--- config.mk ---
export PLATFORM = sky130hd
export DESIGN_NAME = pingpong_frame_ctrl
export DESIGN_NICKNAME = d
export VERILOG_FILES = /design/src/rtl/pingpong_frame_ctrl.sv
export SDC_FILE = /design/constraint.sdc
export NUM_CORES = 1
export LEC_CHECK = 0
export CAP_MARGIN = 0
export CORE_ASPECT_RATIO = 1.5
export CORE_MARGIN = 2
export CORE_UTILIZATION = 45
export CTS_BUF_LIST = sky130_fd_sc_hd__clkbuf_2 sky130_fd_sc_hd__clkbuf_4 sky130_fd_sc_hd__clkbuf_8
export CTS_CLUSTER_SIZE = 24
export DETAILED_ROUTE_END_ITERATION = 12
export GPL_TIMING_DRIVEN = 0
export PLACE_DENSITY = 0.78
export SYNTH_ARGS = -nofsm -noshare
export SYNTH_HDL_FRONTEND = slang
export SYNTH_SLANG_ARGS = --single-unit
--- constraint.sdc ---
create_clock -name clk -period 6.7 [get_ports clk]
set_clock_uncertainty 0.05 [all_clocks]
set_input_delay 0.67 -clock clk [delete_from_list [all_inputs] [get_ports clk]]
set_output_delay 0.67 -clock clk [all_outputs]
set_load 0.02 [all_outputs]
--- src/rtl/pingpong_frame_ctrl.sv ---
// rtl/pingpong_frame_ctrl.sv - ping-pong 1bpp frame-buffer controller between pixel writer and VGA reader
//
// Purpose:
//   Owns two 1-bit-per-pixel RAM banks. The writer fills the bank not being
//   displayed; banks swap only at a VGA frame end, and only once a complete
//   frame is waiting. Malformed frames are discarded and frames arriving while
//   a finished frame is still waiting are dropped and counted.
//
// Ports:
//   clk, rst_n                 clock, asynchronous active-low reset
//   wr_vld/wr_din/wr_sop/wr_eop  writer pixel stream (sop/eop qualified by wr_vld)
//   rd_addr/rd_en/rd_end       VGA read address, read enable, frame-end pulse
//   rd_dout                    displayed pixel, RAM_LAT cycles after rd_en
//   ram_waddr/ram_wdata        shared bank write address/data (registered)
//   ram0_wen/ram1_wen          per-bank write enables (registered)
//   ram_raddr                  shared bank read address (combinational)
//   ram0_ren/ram1_ren          per-bank read enables (combinational)
//   ram0_q/ram1_q              bank read data
//   rd_sel                     displayed bank; the write bank is ~rd_sel
//   disp_valid                 displayed bank holds a complete frame
//   wr_end                     pulse with the final pixel write of a frame
//   frm_err                    pulse when a malformed frame is discarded/restarted
//   drop_cnt                   saturating count of frames dropped while FULL

`timescale 1ns/1ps

module pingpong_frame_ctrl #(
  parameter int FRAME_PIXELS = 64000,
  parameter int ADDR_W       = 16,
  parameter int RAM_LAT      = 1,
  parameter int DROP_W       = 8
) (
  input  logic              clk,
  input  logic              rst_n,
  input  logic              wr_vld,
  input  logic              wr_din,
  input  logic              wr_sop,
  input  logic              wr_eop,
  input  logic [ADDR_W-1:0] rd_addr,
  input  logic              rd_en,
  input  logic              rd_end,
  output logic              rd_dout,
  output logic [ADDR_W-1:0] ram_waddr,
  output logic              ram_wdata,
  output logic              ram0_wen,
  output logic              ram1_wen,
  output logic [ADDR_W-1:0] ram_raddr,
  output logic              ram0_ren,
  output logic              ram1_ren,
  input  logic              ram0_q,
  input  logic              ram1_q,
  output logic              rd_sel,
  output logic              disp_valid,
  output logic              wr_end,
  output logic              frm_err,
  output logic [DROP_W-1:0] drop_cnt
);

  localparam logic [1:0] S_WAIT_SOP = 2'd0;
  localparam logic [1:0] S_WRITE    = 2'd1;
  localparam logic [1:0] S_FULL     = 2'd2;

  localparam logic [ADDR_W-1:0] LAST_IDX = ADDR_W'(FRAME_PIXELS - 1);

  logic [1:0]        r_state;
  logic [ADDR_W-1:0] r_cnt;
  logic              r_rd_sel;
  logic              r_disp_valid;
  logic [ADDR_W-1:0] r_waddr;
  logic              r_wdata;
  logic              r_wen0;
  logic              r_wen1;
  logic              r_wr_end;
  logic              r_frm_err;
  logic [DROP_W-1:0] r_drop_cnt;
  logic [RAM_LAT-1:0] r_sel_pipe;
  logic [RAM_LAT-1:0] r_dv_pipe;

  logic              w_in_wait;
  logic              w_in_write;
  logic              w_in_full;
  logic              w_take;
  logic [ADDR_W-1:0] w_idx;
  logic              w_last;
  logic              w_bad;
  logic              w_restart;
  logic              w_swap;
  logic              w_drop;

  assign w_in_wait  = (r_state == S_WAIT_SOP);
  assign w_in_write = (r_state == S_WRITE);
  assign w_in_full  = (r_state == S_FULL);

  // A pixel is consumed in WAIT_SOP only when it opens a frame; in WRITE every
  // valid pixel is consumed. A sop always re-anchors the pixel at index 0.
  assign w_take    = wr_vld & ((w_in_wait & wr_sop) | w_in_write);
  assign w_idx     = wr_sop ? '0 : r_cnt;
  assign w_last    = (w_idx == LAST_IDX);
  // eop must coincide exactly with the last index; either mismatch discards.
  assign w_bad     = wr_eop ^ w_last;
  assign w_restart = w_in_write & wr_sop & (r_cnt != '0);
  assign w_swap    = w_in_full & rd_end;
  assign w_drop    = w_in_full & wr_vld & wr_sop & ~(&r_drop_cnt);

  always_ff @(posedge clk or negedge rst_n) begin
    if (!rst_n) begin
      r_state      <= S_WAIT_SOP;
      r_cnt        <= '0;
      r_rd_sel     <= 1'b0;
      r_disp_valid <= 1'b0;
      r_waddr      <= '0;
      r_wdata      <= 1'b0;
      r_wen0       <= 1'b0;
      r_wen1       <= 1'b0;
      r_wr_end     <= 1'b0;
      r_frm_err    <= 1'b0;
      r_drop_cnt   <= '0;
    end else begin
      r_wen0    <= 1'b0;
      r_wen1    <= 1'b0;
      r_wr_end  <= 1'b0;
      r_frm_err <= w_take & (w_bad | w_restart);

      if (w_drop) begin
        r_drop_cnt <= r_drop_cnt + 1'b1;
      end

      // Swap and pixel acceptance are mutually exclusive by state, so the
      // bank being written can never flip while a write is in flight.
      if (w_swap) begin
        r_rd_sel     <= ~r_rd_sel;
        r_disp_valid <= 1'b1;
        r_state      <= S_WAIT_SOP;
        r_cnt        <= '0;
      end else if (w_take) begin
        if (w_bad) begin
          r_state <= S_WAIT_SOP;
          r_cnt   <= '0;
        end else begin
          r_waddr  <= w_idx;
          r_wdata  <= wr_din;
          r_wen0   <= r_rd_sel;
          r_wen1   <= ~r_rd_sel;
          r_wr_end <= w_last;
          if (w_last) begin
            r_state <= S_FULL;
            r_cnt   <= '0;
          end else begin
            r_state <= S_WRITE;
            r_cnt   <= w_idx + 1'b1;
          end
        end
      end
    end
  end

  // Bank select and display-valid follow the read data through the RAM
  // latency so the output mux matches the bank that was actually read.
  generate
    if (RAM_LAT == 1) begin : g_lat1
      always_ff @(posedge clk or negedge rst_n) begin
        if (!rst_n) begin
          r_sel_pipe <= '0;
          r_dv_pipe  <= '0;
        end else begin
          r_sel_pipe <= r_rd_sel;
          r_dv_pipe  <= r_disp_valid;
        end
      end
    end else begin : g_latn
      always_ff @(posedge clk or negedge rst_n) begin
        if (!rst_n) begin
          r_sel_pipe <= '0;
          r_dv_pipe  <= '0;
        end else begin
          r_sel_pipe <= {r_sel_pipe[RAM_LAT-2:0], r_rd_sel};
          r_dv_pipe  <= {r_dv_pipe[RAM_LAT-2:0], r_disp_valid};
        end
      end
    end
  endgenerate

  assign ram_raddr  = rd_addr;
  assign ram0_ren   = rd_en & ~r_rd_sel;
  assign ram1_ren   = rd_en & r_rd_sel;
  assign rd_dout    = r_dv_pipe[RAM_LAT-1] ? (r_sel_pipe[RAM_LAT-1] ? ram1_q : ram0_q) : 1'b0;

  assign ram_waddr  = r_waddr;
  assign ram_wdata  = r_wdata;
  assign ram0_wen   = r_wen0;
  assign ram1_wen   = r_wen1;
  assign rd_sel     = r_rd_sel;
  assign disp_valid = r_disp_valid;
  assign wr_end     = r_wr_end;
  assign frm_err    = r_frm_err;
  assign drop_cnt   = r_drop_cnt;

endmodule

* Word level (Yosys, flattened, before mapping)
Cells that the tools add are included.
** Storage, ports and cells
- Register bits :: 51
- Word-level logic and storage cells :: 61
- Input port bits :: 26
- Output and inout bits :: 50
** Cells by class
- Bitwise logic cells :: 18
- Add/sub/neg operators :: 2
- Mux-type cells :: 20
- Reductions and logical operators :: 5
- Eq/ne operators :: 3
** Operators by type and width (number)
- 2-to-1 mux 16 bit :: 5
- adder 16 x 1 -> 16 bit, second input constant :: 1
- == test 16 bit, second input constant :: 1
- nonzero test 16 bit :: 1
- AND 1 bit :: 11
- 2-to-1 mux 1 bit :: 11
- adder 8 x 1 -> 8 bit, second input constant :: 1
- 2-to-1 mux 2 bit :: 4
- AND reduction 8 bit :: 1
- inverter 1 bit :: 4
- AND reduction 3 bit :: 1
- == test 2 x 1 -> 1 bit, second input constant :: 1
- == test 2 bit, second input constant :: 1
- zero test 2 bit :: 1
- OR 1 bit :: 2
- nonzero test 2 bit :: 1
- XOR 1 bit :: 1

* Longest topological paths before layout
Gate-level depths: netlist of run 1.
- Word-level depth :: 6
- Depth in mapped cells :: 14
- Mapped depth without buffers :: 9

* Worst setup path before layout of run 1
Ideal clock, no wire load.
- Kind :: input port to flip-flop
- Start :: input port wr_sop
- End :: register r_cnt[6]
- Buffers on the path :: 4
- Slack :: 3.237 ns
- Required time :: 6.568 ns
- Library setup time :: 0.082 ns
- Arrival time :: 3.331 ns
- Stages :: 13
- Path through :: buf_6 clkbuf_1 nor2b_1 ha_1 and4_1 buf_2 nand2_1 ha_1 or3_1 buf_6 a211o_4 o21a_1 a31oi_1
** Between the ends
- Longest elaborated chain between the ends :: 6
- Elaborated cells between the ends (all ways) :: 12
- Those cells by class :: 1 x add/sub; 1 x eq/ne; 5 x mux; 4 x bitwise; 1 x reduce/logical
** Ends and longest elaborated chain
- from (decl) :: RTL line 37 : input logic wr_sop,
- 2-to-1 mux 16 bit * :: RTL line 97 : assign w_idx = wr_sop ? '0 : r_cnt;
- net w_idx[1] :: RTL line 83 : logic [ADDR_W-1:0] w_idx;
- adder 16 x 1 -> 16 bit / == test 16 bit (equally long branches) :: RTL line 150, 98
- 2-to-1 mux 16 bit / XOR 1 bit (equally long branches) :: RTL line 145, 100
- 2-to-1 mux 16 bit * :: RTL line 136 : if (w_bad) begin
- 2-to-1 mux 16 bit * :: RTL line 135 : end else if (w_take) begin
- 2-to-1 mux 16 bit * :: RTL line 130 : if (w_swap) begin
- to (signal assigned) :: RTL line 150 : r_cnt <= w_idx + 1'b1;
- to (decl) :: RTL line 66 : logic [ADDR_W-1:0] r_cnt;
Mark *: on every way through the listed nets, which the timed path passes. The rest lies on a longest branch. The select of a mux whose other input is x is not followed.
A chain may end at the register's enable or synchronous reset.

* Worst setup path after layout of run 1
- Start :: input port wr_sop
- End :: register r_cnt[9]
The elaborated chain is that of the path after synthesis.

==> results.cfg, run 1 <==
[floorplanning]
die-width_um = 65.8
start_util_pct = 47.0
number_of_primary_i_o_pins = 76
num_rows = 33
design.core.area_mm2 = 0.00549
dieArea_mm2 = 0.00636
chipHeight_um = 96.7

[setup_path]
cp.required_ps = 6900
worstSetupPathType = in2reg
cp_max_fo = 10
worstSetupStartpointType = input port
worstSetupEndpointType = register
worst_ep_arrival_time_ps = 4450

[power_and_ir_drop]
clkPwrFrac_pct = 34.8
worst_ir_drop_vdd_v = 0.000117
static-leakage-power_nw = 1.53
p_int_mw = 0.479
pwr_density_cell_mw_per_mm2 = 188
sw_frac_of_total_pct = 24.9
combPwrFrac_pct = 14.4
seq_power_share_pct = 50.8
net-switching-power_mw = 0.159

[yosys]
synth_top_flop_cell = sky130_fd_sc_hd__dfrtp_1
synth.largest_area_cell = sky130_fd_sc_hd__dfrtp_1
async_flop_share_pct = 100
post_synth_num_cell_types = 45
postSynthNetCount = 291
syn_std_cell_area_mm2 = 0.00258
ys_seq_elements = 51
post-synth-top-area-fraction_pct = 49.5
ys.warnings.count = 0
postSynthCellCount = 261
per_instance_average_area_after_synthesis_um2 = 9.88
netlist_top_cells_area = sky130_fd_sc_hd__dfrtp_1, sky130_fd_sc_hd__nand2_1, sky130_fd_sc_hd__buf_4, sky130_fd_sc_hd__o21ai_0, sky130_fd_sc_hd__a32o_1
synth_enable_flop_cells = 0
register_area_share_after_synthesis_pct = 49.5

[drt]
detail_route.iter0.violations = 81
via_count = 2171
detailedRoute.firstPassIterationCount = 4
number_of_design_rule_violations_left_after_detail_routing = 0
wl_per_cell_um = 15.7
route.final.wire_length_mm = 6.25
via_density_per_instance = 5.44
detail-route-antenna-nets = 0

[min_path]
worstHoldPathType = in2async

[global_route]
grt_remaining_overflow = 0
grt_antenna_before_repair = 0
grt_use_total_pct = 20.1
grt_pass1_vias = 2157
pin_count_of_the_biggest_net_entering_global_routing = 30
global_route_wire_length_before_repair_mm = 9.96

[sta]
final_max_slew_viol_count = 0
setup_total_negative_slack_ps = 0
hold_viol_final = 0
timing.max_slew.rel_slack_pct = 59.6
period_needed_ps = 4260
tightestPinTransition_ps = 604
layout_worst_path_cycle_share_pct = 63.5
grt_setup_unrepaired = no
fmax_mhz = 235
report.final.setup_viol = 0

[clock_tree]
tritoncts = yes
post_cts_hold_buffer_count = 0
cts_post_setup_buffers_inserted = 0
cts.htree.levels = 2
clock-sinks = 51
cts_buffer_depth = 2
count_of_cells_resized_by_post_cts_repair = 0
clkLatencyLatePin_ps = 300
cts.root.buffer_cell = sky130_fd_sc_hd__clkbuf_8
path_clk_slew_ps = 90
numCtsBuffers = 5

[placement]
port_buffers = 59
placed_cells_incl_taps = 391
dp_hpwl_mm = 4.55
gp_congestion = 0.898

[run_status]
outcome = finished clean

[final_layout]
num-nets-final = 358
non_filler_cells_in_the_finished_layout = 399
most_common_cell_after_layout_fill_and_taps_aside = sky130_fd_sc_hd__clkdlybuf4s50_1
area_growth_syn_to_layout_pct = 31.4
sequential_cell_area_mm2 = 0.00128
antenna_cells = 0
most_frequent_cells_in_the_layout = sky130_fd_sc_hd__clkdlybuf4s50_1, sky130_fd_sc_hd__dfrtp_1, sky130_fd_sc_hd__nand2_1, sky130_fd_sc_hd__o21ai_0, sky130_fd_sc_hd__buf_4
drive_gt1_share_pct = 11.6
n_fill_cell = 484
final_standard_cell_utilization_of_the_core_pct = 61.7
multi_input_area_mm2 = 0.00110

[flow_run]
timing.max_cap.violations = 0
layout make-up:
cell class                      instances  share of cell area, %
Sequential cell                        51                   37.7
Multi-Input combinational cell        178                   32.6
Timing Repair Buffer                   60                   17.9
Buffer                                 27                   5.32
Tap cell                               70                   2.58
Clock buffer                            6                   2.44
Clock inverter                          2                   1.03
Inverter                                5                  0.554
routing by layer:
layer	wire length [um]	share of wire, %	global-route usage, %	up-vias
li1	-	-	-	1040
met1	2550	41	23.4	1044
met2	3190	51	34.3	72
met3	299	4.8	3.49	15
met4	208	3.3	10.4	0
met5	0	0	0	-
synthesized netlist by cell type, drive strengths merged (6+ instances only):
cell type and instances:
nand3 7, buf 21, nand2 45, nor2 14, nor2b 9, clkbuf 6, o21ai 20, a21oi 6
dfrtp 51, nand4 6, a32o 9
per-stage QoR:
step	total power, mW	hold slack [ps]	area (um2)	setup slack [ps]
final	0.638	294	3390	2440
after global routing	0.667	316	3390	2290
after CTS	0.641	300	3390	2530
after detailed placement	0.421	349	3270	2230
after global placement	0.419	327	3260	2240
after floorplan	0.378	324	2580	3240
power groups by stage:
stage | Sequential (mW) | Combinational, mW | Clock (mW)
2_1_floorplan | 0.333 | 0.0452 | 0
3_3_place_gp | 0.329 | 0.0899 | 0
3_5_place_dp | 0.329 | 0.0920 | 0
4_1_cts | 0.324 | 0.0925 | 0.225
5_1_grt | 0.325 | 0.0996 | 0.242
6_report | 0.324 | 0.0918 | 0.222
final timing paths:
| path | from | to | slack (ps) | cells after the start |
|---|---|---|---|---|
| min in group clk | disp_valid | r_dv_pipe | 360 | 0 |
| max in group asynchronous | rst_n | ram_waddr[8] | 5770 | 2 |
| max reg2reg | r_cnt[1] | r_cnt[9] | 3310 | 11 |
| min reg2reg | disp_valid | r_dv_pipe | 360 | 0 |
| min | rst_n | ram_waddr[1] | 290 | 1 |
| max | wr_sop | r_cnt[9] | 2440 | 14 |
flip-flops by register name, indices dropped and copies added, names as in the netlist:
signal,flops
r_sel_pipe,1
disp_valid,1
r_dv_pipe,1
r_cnt,16
ram_waddr,16
ram1_wen,1
drop_cnt,8
ram_wdata,1
frm_err,1
ram0_wen,1
rd_sel,1
r_state,2
wr_end,1
worst max-delay path, stage by stage:
cell and delay [ps]:
sky130_fd_sc_hd__clkdlybuf4s50_1 460, sky130_fd_sc_hd__buf_6 170, sky130_fd_sc_hd__clkbuf_1 260, sky130_fd_sc_hd__nor2b_1 390
sky130_fd_sc_hd__ha_1 360, sky130_fd_sc_hd__and4_1 220, sky130_fd_sc_hd__buf_2 190, sky130_fd_sc_hd__nand2_1 100
sky130_fd_sc_hd__ha_1 330, sky130_fd_sc_hd__or3_1 400, sky130_fd_sc_hd__buf_6 150, sky130_fd_sc_hd__a211o_4 360
sky130_fd_sc_hd__o21ai_0 230, sky130_fd_sc_hd__a32o_1 160
logic make-up after synthesis:
| family | Yosys count | synth area share, % |
|---|---|---|
| xor gates and xnor gates | 9 | 3.06 |
| adders and majority gates | 4 | 1.94 |
| DFF | 51 | 49.5 |
| and+or+nand+nor | 110 | 22.4 |
| muxes | 3 | 1.26 |
| buffers and inverters | 32 | 7.71 |
| AOI/OAI and AO/OA | 52 | 14.2 |
(Power assumes the default switching activity.)
==> run 2, diff against run 1 <==
CORE_UTILIZATION = 44   (was 45)
PLACE_DENSITY = 0.79   (was 0.78)
clock period = 3.8 ns   (was 6.7 ns; I/O delays follow)
==> results.cfg, run 2 (synthesis results as in run 1) <==
[drt]
detail-route-antenna-nets = 0
number_of_design_rule_violations_left_after_detail_routing = 0
via_count = 2221
detail_route.iter0.violations = 117
route.final.wire_length_mm = 6.34
via_density_per_instance = 5.54
wl_per_cell_um = 15.8
detailedRoute.firstPassIterationCount = 4

[global_route]
grt_pass1_vias = 2199
pin_count_of_the_biggest_net_entering_global_routing = 35
grt_remaining_overflow = 0
global_route_wire_length_before_repair_mm = 10.4
grt_antenna_before_repair = 0
grt_use_total_pct = 20.9

[floorplanning]
die-width_um = 66.5
chipHeight_um = 97.8
num_rows = 34
start_util_pct = 44.9
dieArea_mm2 = 0.00650
number_of_primary_i_o_pins = 76
design.core.area_mm2 = 0.00574

[sta]
fmax_mhz = 283
setup_total_negative_slack_ps = 0
final_max_slew_viol_count = 0
layout_worst_path_cycle_share_pct = 93.1
tightestPinTransition_ps = 527
grt_setup_unrepaired = no
timing.final.ws_setup_ps = 261
report.final.setup_viol = 0
period_needed_ps = 3540
hold_viol_final = 0
timing.max_slew.rel_slack_pct = 64.8

[run_status]
outcome = finished clean

[power_and_ir_drop]
combPwrFrac_pct = 13.8
net-switching-power_mw = 0.280
sw_frac_of_total_pct = 23.7
pwr_density_cell_mw_per_mm2 = 346
static-leakage-power_nw = 1.54
worst_ir_drop_vdd_v = 0.000181
clkPwrFrac_pct = 38.0
seq_power_share_pct = 48.3
p_int_mw = 0.902

[setup_path]
cp_max_fo = 19
critical-path-slowest-cell = sky130_fd_sc_hd__a211oi_1
worst_ep_arrival_time_ps = 3720
timing.critical_path.slowest_cell_delay_ps = 450
worstSetupPathType = in2reg
worstSetupStartpointType = input port
worstSetupEndpointType = register
worstPathCellList = clkdlybuf4s50_1 -> buf_6 -> nor2b_1 -> ha_1 -> and4_1 -> buf_2 -> nand2_1 -> ha_1 -> or3_1 -> buf_6 -> a211oi_1 -> nand2_1 -> a31oi_1
cp.required_ps = 3980

[final_layout]
most_common_cell_after_layout_fill_and_taps_aside = sky130_fd_sc_hd__clkdlybuf4s50_1
area_growth_syn_to_layout_pct = 32.6
n_fill_cell = 510
antenna_cells = 0
non_filler_cells_in_the_finished_layout = 401
num-nets-final = 358
drive_gt1_share_pct = 11.9
most_frequent_cells_in_the_layout = sky130_fd_sc_hd__clkdlybuf4s50_1, sky130_fd_sc_hd__dfrtp_1, sky130_fd_sc_hd__nand2_1, sky130_fd_sc_hd__o21ai_0, sky130_fd_sc_hd__buf_4

[flow_run]
timing.max_cap.violations = 0

[clock_tree]
clock-sinks = 51
numCtsBuffers = 5
cts_buffer_depth = 2
cts.htree.levels = 2
tritoncts = yes
clkLatencyLatePin_ps = 300
path_clk_slew_ps = 90
cts.root.buffer_cell = sky130_fd_sc_hd__clkbuf_8

[placement]
gp_congestion = 0.939
dp_hpwl_mm = 4.86
placed_cells_incl_taps = 393
port_buffers = 59
detailedPlace.worstSlack_ps = -405

[min_path]
worstHoldPathType = reg2reg
run 2: metal layers:
metal / routed length [um] / vias up / track usage [%]
li1: - / 1040 / -
met2: 3290 / 83 / 37.0
met1: 2470 / 1080 / 23.8
met5: 0 / - / 0
met3: 321 / 18 / 3.46
met4: 261 / 0 / 10.0
run 2: final timing paths:
check                           start            to  slack [ps]  cells past startpoint
setup / recovery               wr_sop      r_cnt[6]         260                     13
hold / removal             disp_valid     r_dv_pipe         360                      0
setup reg to reg             r_cnt[0]      r_cnt[6]         490                     11
hold reg to reg            disp_valid     r_dv_pipe         360                      0
max in group asynchronous       rst_n      r_cnt[8]        2680                      3
min in group asynchronous       rst_n  ram_waddr[1]         500                      2
run 2: final cells by class:
class                           count  area (um2)  share of cell area [%]
Multi-Input combinational cell    178        1110                    32.3
Buffer                             26         176                    5.16
Clock inverter                      2        60.1                    1.76
Clock buffer                        6        76.3                    2.23
Sequential cell                    51        1280                    37.3
Inverter                            5        18.8                   0.549
Tap cell                           72        90.1                    2.63
Timing Repair Buffer               61         616                    18.0
run 2: repair_timing:
action	4_1_cts	5_1_grt
hold buffers	1	0
setup endpoints to repair	13	0
endpoints found under the hold margin	17	0
resized for setup	1	0
buffers inserted	0	0
run 2: per-stage QoR:
step	hold slack [ps]	util [%]	power, mW	cell area [um2]
after floorplan	34.4	-	0.667	2580
after global placement	331	56.8	0.740	3260
after detailed placement	302	57.0	0.744	3270
after CTS	361	59.5	1.19	3420
after global routing	376	59.5	1.23	3420
final	357	59.5	1.18	3420
run 2: power groups by stage:
stage	clock (mW)	sequential (mW)	combinational [mW]
floorplan	0	0.587	0.0797
finish	0.449	0.571	0.163
detailed placement	0	0.581	0.164
CTS	0.454	0.570	0.165
global route	0.476	0.573	0.177
global placement	0	0.581	0.159
run 2: critical path: cells and delay by family:
kind | cells | cell delay (ps)
simple gates | 5 | 1060
fa+ha+maj | 2 | 670
buf+inv | 4 | 980
compound gates | 2 | 620
